### config.mk
export PLATFORM = sky130hd
export DESIGN_NAME = fifo_uart_tx
export DESIGN_NICKNAME = d
export VERILOG_FILES = /design/src/rtl/fifo_uart_pkg.sv /design/src/rtl/baud_tick_gen.sv /design/src/rtl/fifo_uart_tx.sv
export SDC_FILE = /design/constraint.sdc
export NUM_CORES = 1
export LEC_CHECK = 0
export BUFFER_PORTS_ARGS = -buffer_cell sky130_fd_sc_hd__buf_2
export CAP_MARGIN = 10
export CORE_MARGIN = 2
export CORE_UTILIZATION = 60
export CTS_CLUSTER_SIZE = 16
export DETAILED_ROUTE_END_ITERATION = 7
export GPL_ROUTABILITY_DRIVEN = 0
export PLACE_DENSITY_LB_ADDON = 0.08
export SYNTH_ARGS = -nofsm -noshare
export SYNTH_HDL_FRONTEND = slang
export SYNTH_SLANG_ARGS = --single-unit
### constraint.sdc
create_clock -name clock -period 2.5 [get_ports clock]
set_input_delay 0.125 -clock clock [delete_from_list [all_inputs] [get_ports clock]]
set_output_delay 0.125 -clock clock [all_outputs]
set_load 0.005 [all_outputs]
### src/rtl/fifo_uart_pkg.sv
// Shared types and constants for the FIFO-fed UART transmitter.
// Optional macro: FIFO_UART_TX_PARITY_EN adds the PARITY state.
package fifo_uart_pkg;

    localparam int   DATA_BITS  = 8;
    localparam logic IDLE_LEVEL = 1'b1;

    typedef enum logic [2:0] {
        IDLE,
        START,
        DATA,
`ifdef FIFO_UART_TX_PARITY_EN
        PARITY,
`endif
        STOP
    } state_t;

endpackage

### src/rtl/baud_tick_gen.sv
// Bit-period timer: counts 0..CLKS_PER_BIT-1 and flags the last cycle of
// each bit period. A synchronous clear holds the count at zero.
module baud_tick_gen #(
    parameter int CLKS_PER_BIT = 16
) (
    input  logic clock,
    input  logic reset_n,
    input  logic clear,
    output logic tick
);

    localparam int CW = (CLKS_PER_BIT > 2) ? $clog2(CLKS_PER_BIT) : 1;
    localparam logic [CW-1:0] LAST = CW'(CLKS_PER_BIT - 1);

    logic [CW-1:0] count;

    // Free-running wrap counter, parked at zero while cleared.
    always_ff @(posedge clock) begin
        if (!reset_n || clear) begin
            count <= '0;
        end else if (count == LAST) begin
            count <= '0;
        end else begin
            count <= count + 1'b1;
        end
    end

    assign tick = (count == LAST);

endmodule

### src/rtl/fifo_uart_tx.sv
// UART transmitter that pops bytes from an upstream FIFO and sends
// START, 8 data bits LSB first, optional even parity, and STOP_BITS stops.
// Optional macro: FIFO_UART_TX_PARITY_EN inserts a parity bit after DATA.
//
// Handshake: fifo_read_enable is a one-cycle pop, asserted only in IDLE when
// tx_enable is high and fifo_empty is low; fifo_data is captured on the same
// rising edge and the FIFO is expected to advance its head on that edge.
module fifo_uart_tx
    import fifo_uart_pkg::*;
#(
    parameter int CLKS_PER_BIT = 16,
    parameter int STOP_BITS    = 1
) (
    input  logic       clock,
    input  logic       reset_n,
    input  logic       tx_enable,
    input  logic       fifo_empty,
    input  logic [7:0] fifo_data,
    output logic       fifo_read_enable,
    output logic       serial_out,
    output logic       busy,
    output logic       byte_done
);

    localparam logic [3:0] LAST_DATA = 4'(DATA_BITS - 1);
    localparam logic [3:0] LAST_STOP = 4'(STOP_BITS - 1);

    state_t                 state;
    logic [DATA_BITS-1:0]   shift_reg;
    logic [3:0]             bit_cnt;
    logic                   tick;
    logic                   clear;
`ifdef FIFO_UART_TX_PARITY_EN
    logic                   parity_bit;
`endif

    // The bit timer is held at zero in IDLE so START always gets a full period.
    assign clear = (state == IDLE);

    baud_tick_gen #(
        .CLKS_PER_BIT (CLKS_PER_BIT)
    ) u_baud (
        .clock   (clock),
        .reset_n (reset_n),
        .clear   (clear),
        .tick    (tick)
    );

    // Pop is gated by reset_n so no byte is lost while reset is held.
    assign fifo_read_enable = reset_n & tx_enable & ~fifo_empty & (state == IDLE);
    assign byte_done        = (state == STOP) & tick & (bit_cnt == LAST_STOP);

    // Frame sequencer; serial_out is loaded with the level of the state being entered.
    always_ff @(posedge clock) begin
        if (!reset_n) begin
            state      <= IDLE;
            serial_out <= IDLE_LEVEL;
            busy       <= 1'b0;
            shift_reg  <= '0;
            bit_cnt    <= '0;
`ifdef FIFO_UART_TX_PARITY_EN
            parity_bit <= 1'b0;
`endif
        end else begin
            case (state)
                IDLE: begin
                    serial_out <= IDLE_LEVEL;
                    if (fifo_read_enable) begin
                        shift_reg  <= fifo_data;
                        bit_cnt    <= '0;
                        busy       <= 1'b1;
                        serial_out <= 1'b0;
                        state      <= START;
`ifdef FIFO_UART_TX_PARITY_EN
                        parity_bit <= ^fifo_data;
`endif
                    end
                end
                START: begin
                    if (tick) begin
                        serial_out <= shift_reg[0];
                        state      <= DATA;
                    end
                end
                DATA: begin
                    if (tick) begin
                        if (bit_cnt == LAST_DATA) begin
                            bit_cnt <= '0;
`ifdef FIFO_UART_TX_PARITY_EN
                            serial_out <= parity_bit;
                            state      <= PARITY;
`else
                            serial_out <= IDLE_LEVEL;
                            state      <= STOP;
`endif
                        end else begin
                            bit_cnt    <= bit_cnt + 1'b1;
                            shift_reg  <= shift_reg >> 1;
                            serial_out <= shift_reg[1];
                        end
                    end
                end
`ifdef FIFO_UART_TX_PARITY_EN
                PARITY: begin
                    if (tick) begin
                        serial_out <= IDLE_LEVEL;
                        state      <= STOP;
                    end
                end
`endif
                STOP: begin
                    if (tick) begin
                        if (bit_cnt == LAST_STOP) begin
                            bit_cnt <= '0;
                            busy    <= 1'b0;
                            state   <= IDLE;
                        end else begin
                            bit_cnt <= bit_cnt + 1'b1;
                        end
                    end
                end
                default: begin
                    serial_out <= IDLE_LEVEL;
                    busy       <= 1'b0;
                    state      <= IDLE;
                end
            endcase
        end
    end

endmodule

Word level (Yosys, flattened, before mapping)
Cells that the tools add are included.
{ "totals": {"reg_bits": 21, "in_bits": 12, "out_inout_bits": 4, "elab_cells": 67} }
{ "classes": {"add_sub_neg": 2, "eq_ne": 12, "n_mux": 26, "bitwise_logic": 8, "n_reduce_logical": 13} }
{ "op_table": {"columns": ["cell", "count"], "rows": [
  ["2-to-1 mux 8 bit", 3],
  ["2-to-1 mux 4 bit", 5],
  ["2-to-1 mux 3 bit", 6],
  ["case mux 8 bit (2 select lines)", 1],
  ["!= test 2 bit (second input constant)", 6],
  ["case mux 3 bit (4 select lines)", 1],
  ["case mux 4 bit (3 select lines)", 1],
  ["AND reduction 4 bit", 3],
  ["adder 4 x 1 -> 4 bit (second input constant)", 2],
  ["2-to-1 mux 1 bit", 7],
  ["equality test 3 x 2 -> 1 bit (second input constant)", 2],
  ["AND reduction 6 bit", 1],
  ["AND 1 bit", 5],
  ["equality test 4 x 3 -> 1 bit (second input constant)", 1],
  ["equality test 4 bit (second input constant)", 1],
  ["zero test 4 bit", 1],
  ["case mux 1 bit (4 select lines)", 1],
  ["OR reduction 2 bit", 2],
  ["equality test 3 x 1 -> 1 bit (second input constant)", 1],
  ["zero test 3 bit", 1],
  ["inverter 1 bit", 3],
  ["case mux 1 bit (3 select lines)", 1],
  ["AND reduction 3 bit", 1],
  ["nonzero test 3 bit", 1],
  ["other kinds (4)", 4]
]} }

Longest topological paths before layout
Gate-level depths: netlist of run 1.
{ "depth": {"ltp_word": 5, "depth_mapped": 8, "ltp_nobuf": 6} }

Hierarchy
A second synthesis of run 1 with hierarchy kept.
{ "hier_totals": {"cells_unflattened": 125, "area_unflattened_um2": 1192.4} }
{ "modules_own_cells": {"columns": ["module", "instances", "cells_per_inst", "area_each_um2", "seq_area_each_um2"], "rows": [
  ["fifo_uart_tx", 1, 110, 1029.7, 320.3],
  ["baud_tick_gen", 1, 15, 162.7, 80.1]
]} }

Least setup slack after synthesis of run 1
OpenSTA, ideal clock, no wires.
{ "synth_path": {"kind": "register to register", "start": "register state[0]", "end": "register bit_cnt[2]", "setup_ns": 0.121, "arrival_ns": 1.587, "required_ns": 2.379, "slack_ns": 0.792, "path_stages_with_launch": 8, "path_buffers": 1, "period_less_slack_ns": 1.708, "cell_sequence": "dfxtp_1 > inv_1 > ha_1 > buf_6 > or2_4 > a221oi_4 > o31a_1 > o21ai_0"} }
{ "synth_via": {"elab_chain_len": 4, "word_cells_on_any_way": 10, "classes_between": "eq/ne (5); mux (1); bitwise (1); reduce/logical (3)"} }
{ "synth_rtl": {"columns": ["item", "line", "source"], "rows": [
  ["start: declaration", "fifo_uart_tx.sv:28", "state_t state;"],
  ["start signal: assignment", "fifo_uart_tx.sv:56", "state <= IDLE;"],
  ["start signal: assignment", "fifo_uart_tx.sv:73", "state <= START;"],
  ["start signal: assignment", "fifo_uart_tx.sv:82", "state <= DATA;"],
  ["zero test 3 bit", "fifo_uart_tx.sv:50, fifo_uart_tx.sv:65", null],
  ["AND 1 bit", "fifo_uart_tx.sv:50", "assign fifo_read_enable = reset_n & tx_enable & ~fifo_empty & (state == IDLE);"],
  ["!= test 2 bit (no source line)", null, null],
  ["AND reduction 4 bit (no source line)", null, null],
  ["end signal: assignment", "fifo_uart_tx.sv:97", "bit_cnt <= bit_cnt + 1'b1;"],
  ["end signal: assignment", "fifo_uart_tx.sv:118", "bit_cnt <= bit_cnt + 1'b1;"],
  ["end: declaration", "fifo_uart_tx.sv:30", "logic [3:0] bit_cnt;"]
]} }
Parallel ways exist; a longest one is shown, timed or not.
A chain may end at the register's enable or synchronous reset.

Final worst setup path of run 1
{ "layout_path": {"start": "register state[0]", "end": "register bit_cnt[3]"} }
The elaborated chain is that of the path after synthesis.

==> results of run 1 <==
[layout by cell type (no fill, tap or decap), drive strengths merged, types with 2 or more instances in the layout]
master  count
nand2      25
dfxtp      20
buf        16
mux2i      10
inv         8
mux2        7
ha          7
nor2        6
o21ai       6
nand3       4
nand3b      3
clkbuf      3
nor4b       3
nor3        2
or3         2
o31a        2
a21oi       2
a221oi      2
nor3b       2
[logic make-up after synthesis]
logic type	count (synthesis)	share of synthesized area (%)
XOR/XNOR	1	0.725
AO/OA/AOI/OAI	19	15.4
multiplexers	17	14.8
AND/OR/NAND/NOR	53	23.9
adder cells (fa/ha/maj)	7	7.25
buffers and inverters	13	4.76
flip-flops	20	33.1
[power by group]
group          switching [mW]  internal [mW]  total [mW]  leakage, nW
Sequential             0.0393          0.386       0.425        0.163
Clock                  0.0975         0.0563       0.154       0.0138
Combinational           0.244          0.212       0.456        0.384
Total                   0.381          0.654        1.04        0.561
[through the flow]
stage	hold WS, ns	total power, mW
floorplan	0.415	0.806
global placement	0.445	0.874
detailed placement	0.453	0.889
CTS	0.201	1.05
global route	0.208	1.11
finish	0.205	1.04
[cell type report]
type / instances / area [sq um]
Inverter: 8 / 30.0
Clock buffer: 3 / 22.5
Sequential cell: 20 / 400
Fill cell: 171 / 602
Tap cell: 27 / 33.8
Timing Repair Buffer: 16 / 82.6
Multi-Input combinational cell: 97 / 751
[critical path: stages (launching register included)]
cell	delay (ns)
dfxtp_1	0.39
inv_1	0.09
ha_1	0.42
or2_4	0.36
a221oi_4	0.41
nand2_4	0.10
o41ai_2	0.20
[path summary, 6_finish.rpt]
path	start	end	slack [ns]
max	state[0]$_SDFFE_PN0P_	bit_cnt[3]$_SDFFE_PN0P_	0.43
min	fifo_data[2]	shift_reg[2]$_SDFFE_PN0P_	0.20
max reg2reg	state[0]$_SDFFE_PN0P_	bit_cnt[3]$_SDFFE_PN0P_	0.43
min reg2reg	shift_reg[2]$_SDFFE_PN0P_	shift_reg[2]$_SDFFE_PN0P_	0.46
[per-layer routing]
layer	track usage (%)	vias to the layer above	share of wire [%]
li1	-	492	-
met1	27.9	444	48
met2	35.2	16	47
met3	1.84	7	2.0
met4	10.5	0	3.0
met5	0	-	0
==> flow_metrics.tcl, run 1 <==
set metrics [dict create \
    portBuffers 15 \
    wl_per_cell_um 13.2 \
    avgViaCountPerCell 5.61 \
    ys_ff_latch 20 \
    fin_skew_ns 0.00165 \
    syn_to_final_growth_pct 9.21 \
    endpoint_kind "flip-flop" \
    final_area_sq_um 1320 \
    r2r_cells 6 \
    path_class "reg -> reg" \
    drtIter0Drc 19 \
    status "completed" \
    grt_max_degree 29 \
    largest_reg_flops 8 \
    syn_avg_cell_area_sq_um 9.30 \
    synth_cell_types 39 \
    cts_root_buffer "clkbuf_4" \
    finish.utilization_pct 68.7 \
    yosys_warnings 0 \
    grt_pass1_wl_mm 4.06 \
    hold_buffers 0 \
    tns_ns 0 \
    io-pin-count 16 \
    rsz0062_at_grt "false" \
    drv_slew 0 \
    whs_path_depth 4 \
    cts_tree "built" \
    synth_cells 130 \
    setup_viol 0 \
    finalHoldViolCount 0 \
    die_h_um 48.9 \
    leakagePower_nw 0.561 \
    powerDensity_nw_per_um2 784 \
    antenna_found_initial 0 \
    num_antenna_cells 0 \
    firstDrtPassIters 4 \
    vias 959 \
    syn_nets 149 \
    synth.most_common_cell "nand2_1" \
    worst_slew_pin_slew_ns 0.642 \
    synth-async-reset-ratio_pct 0 \
    post_cts_resize_count 0 \
    rows 16 \
    post_cts_buffers 0 \
    place_ws_ns 0.457 \
    peakVddDrop_v 0.000592 \
    cp.required_ns 2.72 \
    ys.flop_type "dfxtp_1" \
    yosysTopAreaCell "dfxtp_1" \
    drv_cap 0 \
    layout-drive-gt1-share_pct 26.4 \
    clk_pin_slew_ns 0.11 \
    fmax_mhz 484 \
    synthTopCellsByCount "nand2_1, dfxtp_1, mux2i_1, inv_1" \
    period_minus_slack_ns 2.07 \
    coreArea_sq_um 1920 \
    initial_core_util_pct 62.9 \
    cts_sinks 20 \
    yosys-top-cells-area "dfxtp_1, mux2i_1, nand2_1" \
    wl_mm 2.26 \
    place_area_sq_um 1300 \
    startpoint_type "flip-flop" \
    synth_top_cell_area_share_pct 33.1 \
    drc_errors 0 \
    clock_latency_ns 0.30 \
    synth_edf_count 0 \
    crit_fanout 17 \
    htreeDepth 1 \
    nNetsFinal 165 \
    grt_pass1_vias 950 \
    worst_ep_arrival_time_ns 2.28 \
    min-delay-path-class "in -> reg" \
    syn_area_sq_um 1210 \
    seq_area_frac_synth_pct 33.1 \
    finalNonFillerCells 171 \
    post-dp-hpwl_mm 1.64 \
    grt-ovfl-total 0 \
    place_inst 168 \
    period_share_pct 82.7 \
    grt_use_total_pct 21.3 \
    die-area_sq_um 2390 \
    die_w_um 48.9 \
    final.setup.worst_slack_ns 0.434 \
    clk_path_buf_depth 2 \
    cts_buffers 3 \
    postRouteAntennaNets 0 \
    relSlewSlack_pct 57.2 \
]
Power figures use the tool's default switching activity.
==> run 2: changes to the inputs <==
Settings changed: ABC_AREA set to 1, CORE_UTILIZATION 60 to 56.
Clock period 2.5 ns to 2.05 ns, I/O delays scaled along.
==> run 2 against run 1 <==
- fmax is 28% higher
- global-route usage is 0.35 points lower
- non-clock buffer count stayed put
- first-iteration DRC count is 16% higher
==> flow_metrics.tcl, run 2 <==
set metrics [dict create \
    status "completed" \
    layout_common_cells "nand2_1, dfxtp_1, nand3_1, buf_2, nor2_2" \
    postRouteAntennaNets 0 \
    cp.required_ns 2.30 \
    final_area_sq_um 1290 \
    clk_path_buf_depth 2 \
    period_minus_slack_ns 1.61 \
    startpoint_type "flip-flop" \
    syn_nets 179 \
    r2r_slack_ns 0.44 \
    cts_tree "built" \
    place_area_sq_um 1270 \
    largest_reg_flops 8 \
    synth_cell_types 24 \
    synth_top_cell_area_share_pct 33.6 \
    r2r_cells 7 \
    nNetsFinal 197 \
    worst_slew_pin_slew_ns 0.375 \
    fmax_mhz 620 \
    rows 16 \
    num_antenna_cells 0 \
    grt_pass1_vias 950 \
    worst_ep_arrival_time_ns 1.86 \
    firstDrtPassIters 4 \
    final_common_cell "nand2_1" \
    portBuffers 15 \
    cts_root_buffer "clkbuf_4" \
    post-dp-hpwl_mm 1.79 \
    die_w_um 50.1 \
    powerDensity_nw_per_um2 1130 \
    crit_fanout 9 \
    whs_path_depth 5 \
    finalHoldViolCount 0 \
    hold_path_end "shift_reg[7]$_SDFFE_PN0P_" \
    synth.most_common_cell "nand2_1" \
    holdWs_ns 0.159 \
    synth_cells 160 \
    yosys_warnings 0 \
    coreArea_sq_um 1980 \
    initial_core_util_pct 60.1 \
    finalNonFillerCells 203 \
    drc_errors 0 \
    vias 1032 \
    drv_slew 0 \
    hold_buffers 0 \
    wl_per_cell_um 11.3 \
    ys_ff_latch 20 \
    grt_max_degree 17 \
    clock_latency_ns 0.30 \
    grt_use_total_pct 20.9 \
    fin_skew_ns 0.00492 \
    wl_mm 2.29 \
    drtIter0Drc 22 \
    syn_avg_cell_area_sq_um 7.44 \
    io-pin-count 16 \
    leakagePower_nw 0.598 \
    hold_start "fifo_data[7]" \
    r2r-end "shift_reg[3]$_SDFFE_PN0P_" \
    r2r-start "state[0]$_SDFFE_PN0P_" \
    layout-drive-gt1-share_pct 25.0 \
    syn_to_final_growth_pct 8.61 \
    synth_edf_count 0 \
    setup_viol 0 \
    post_cts_resize_count 0 \
    seq_area_frac_synth_pct 33.6 \
    clk_pin_slew_ns 0.11 \
    peakVddDrop_v 0.000667 \
    yosys-top-cells-area "dfxtp_1, nand2_1, nand3_1" \
    final.setup.worst_slack_ns 0.437 \
    syn_area_sq_um 1190 \
    yosysTopAreaCell "dfxtp_1" \
    place_ws_ns 0.456 \
    ys.flop_type "dfxtp_1" \
    min-delay-path-class "in -> reg" \
    path_class "reg -> reg" \
    antenna_found_initial 0 \
    post_cts_buffers 0 \
    tns_ns 0 \
    endpoint_kind "flip-flop" \
    synth-async-reset-ratio_pct 0 \
    cts_buffers 3 \
    htreeDepth 1 \
    cts_sinks 20 \
    synthTopCellsByCount "nand2_1, dfxtp_1, nand3_1, nor2_2" \
    drv_cap 0 \
    die_h_um 50.1 \
    grt_pass1_wl_mm 4.09 \
    rsz0062_at_grt "false" \
    period_share_pct 78.7 \
    die-area_sq_um 2510 \
    avgViaCountPerCell 5.08 \
    grt-ovfl-total 0 \
    place_inst 200 \
    relSlewSlack_pct 75.0 \
]
run 2: layout make-up:
cell class / instances / area (sq um)
Multi-Input combinational cell: 122 / 697
Tap cell: 27 / 33.8
Sequential cell: 20 / 400
Timing Repair Buffer: 16 / 82.6
Inverter: 15 / 57.6
Fill cell: 174 / 688
Clock buffer: 3 / 22.5
run 2: how the worst max path moves through the flow:
stage	start	end	slack, ns	cells after the start
3_3_place_gp	state[1]$_SDFFE_PN0P_	shift_reg[3]$_SDFFE_PN0P_	0.51	7
2_1_floorplan	state[0]$_SDFFE_PN0P_	state[1]$_SDFFE_PN0P_	0.56	11
4_1_cts	state[0]$_SDFFE_PN0P_	shift_reg[3]$_SDFFE_PN0P_	0.43	7
3_5_place_dp	state[0]$_SDFFE_PN0P_	shift_reg[3]$_SDFFE_PN0P_	0.46	7
5_1_grt	state[0]$_SDFFE_PN0P_	state[1]$_SDFFE_PN0P_	0.26	10
6_report	state[0]$_SDFFE_PN0P_	shift_reg[3]$_SDFFE_PN0P_	0.44	7
run 2: kinds of logic after synthesis:
kind of cell / share of synthesized area (%)
and+or+nand+nor: 38.0
DFF: 33.6
buffers and inverters: 7.88
AOI/OAI and AO/OA: 5.78
muxes: 5.88
adders and majority gates: 7.35
xor gates and xnor gates: 1.47
run 2: metal layers:
layer | part of all wire (%) | vias to the layer above | GRT usage, %
met5 | 0 | - | 0
met4 | 0.70 | 0 | 5.56
met3 | 4.4 | 2 | 2.73
met2 | 46 | 23 | 34.4
met1 | 48 | 461 | 28.5
li1 | - | 546 | -
run 2: critical path: stages, from the launching register on:
cell and delay [ns]:
dfxtp_1 0.35, inv_1 0.10, ha_1 0.24, inv_2 0.08
o21ai_2 0.34, and2_4 0.32, nor2_2 0.05, nor2_2 0.07
run 2: stage by stage:
step	power [mW]	utilization, %
3_5_place_dp	1.29	64.1
2_1_floorplan	1.19	-
5_1_grt	1.60	65.3
6_report	1.46	65.3
3_3_place_gp	1.27	64.1
4_1_cts	1.47	65.3
run 2: power by group:
part | leakage [nW] | switching (mW) | internal [mW]
Combinational | 0.421 | 0.460 | 0.271
Clock | 0.0138 | 0.121 | 0.0685
Sequential | 0.164 | 0.0679 | 0.476
Total | 0.598 | 0.649 | 0.816
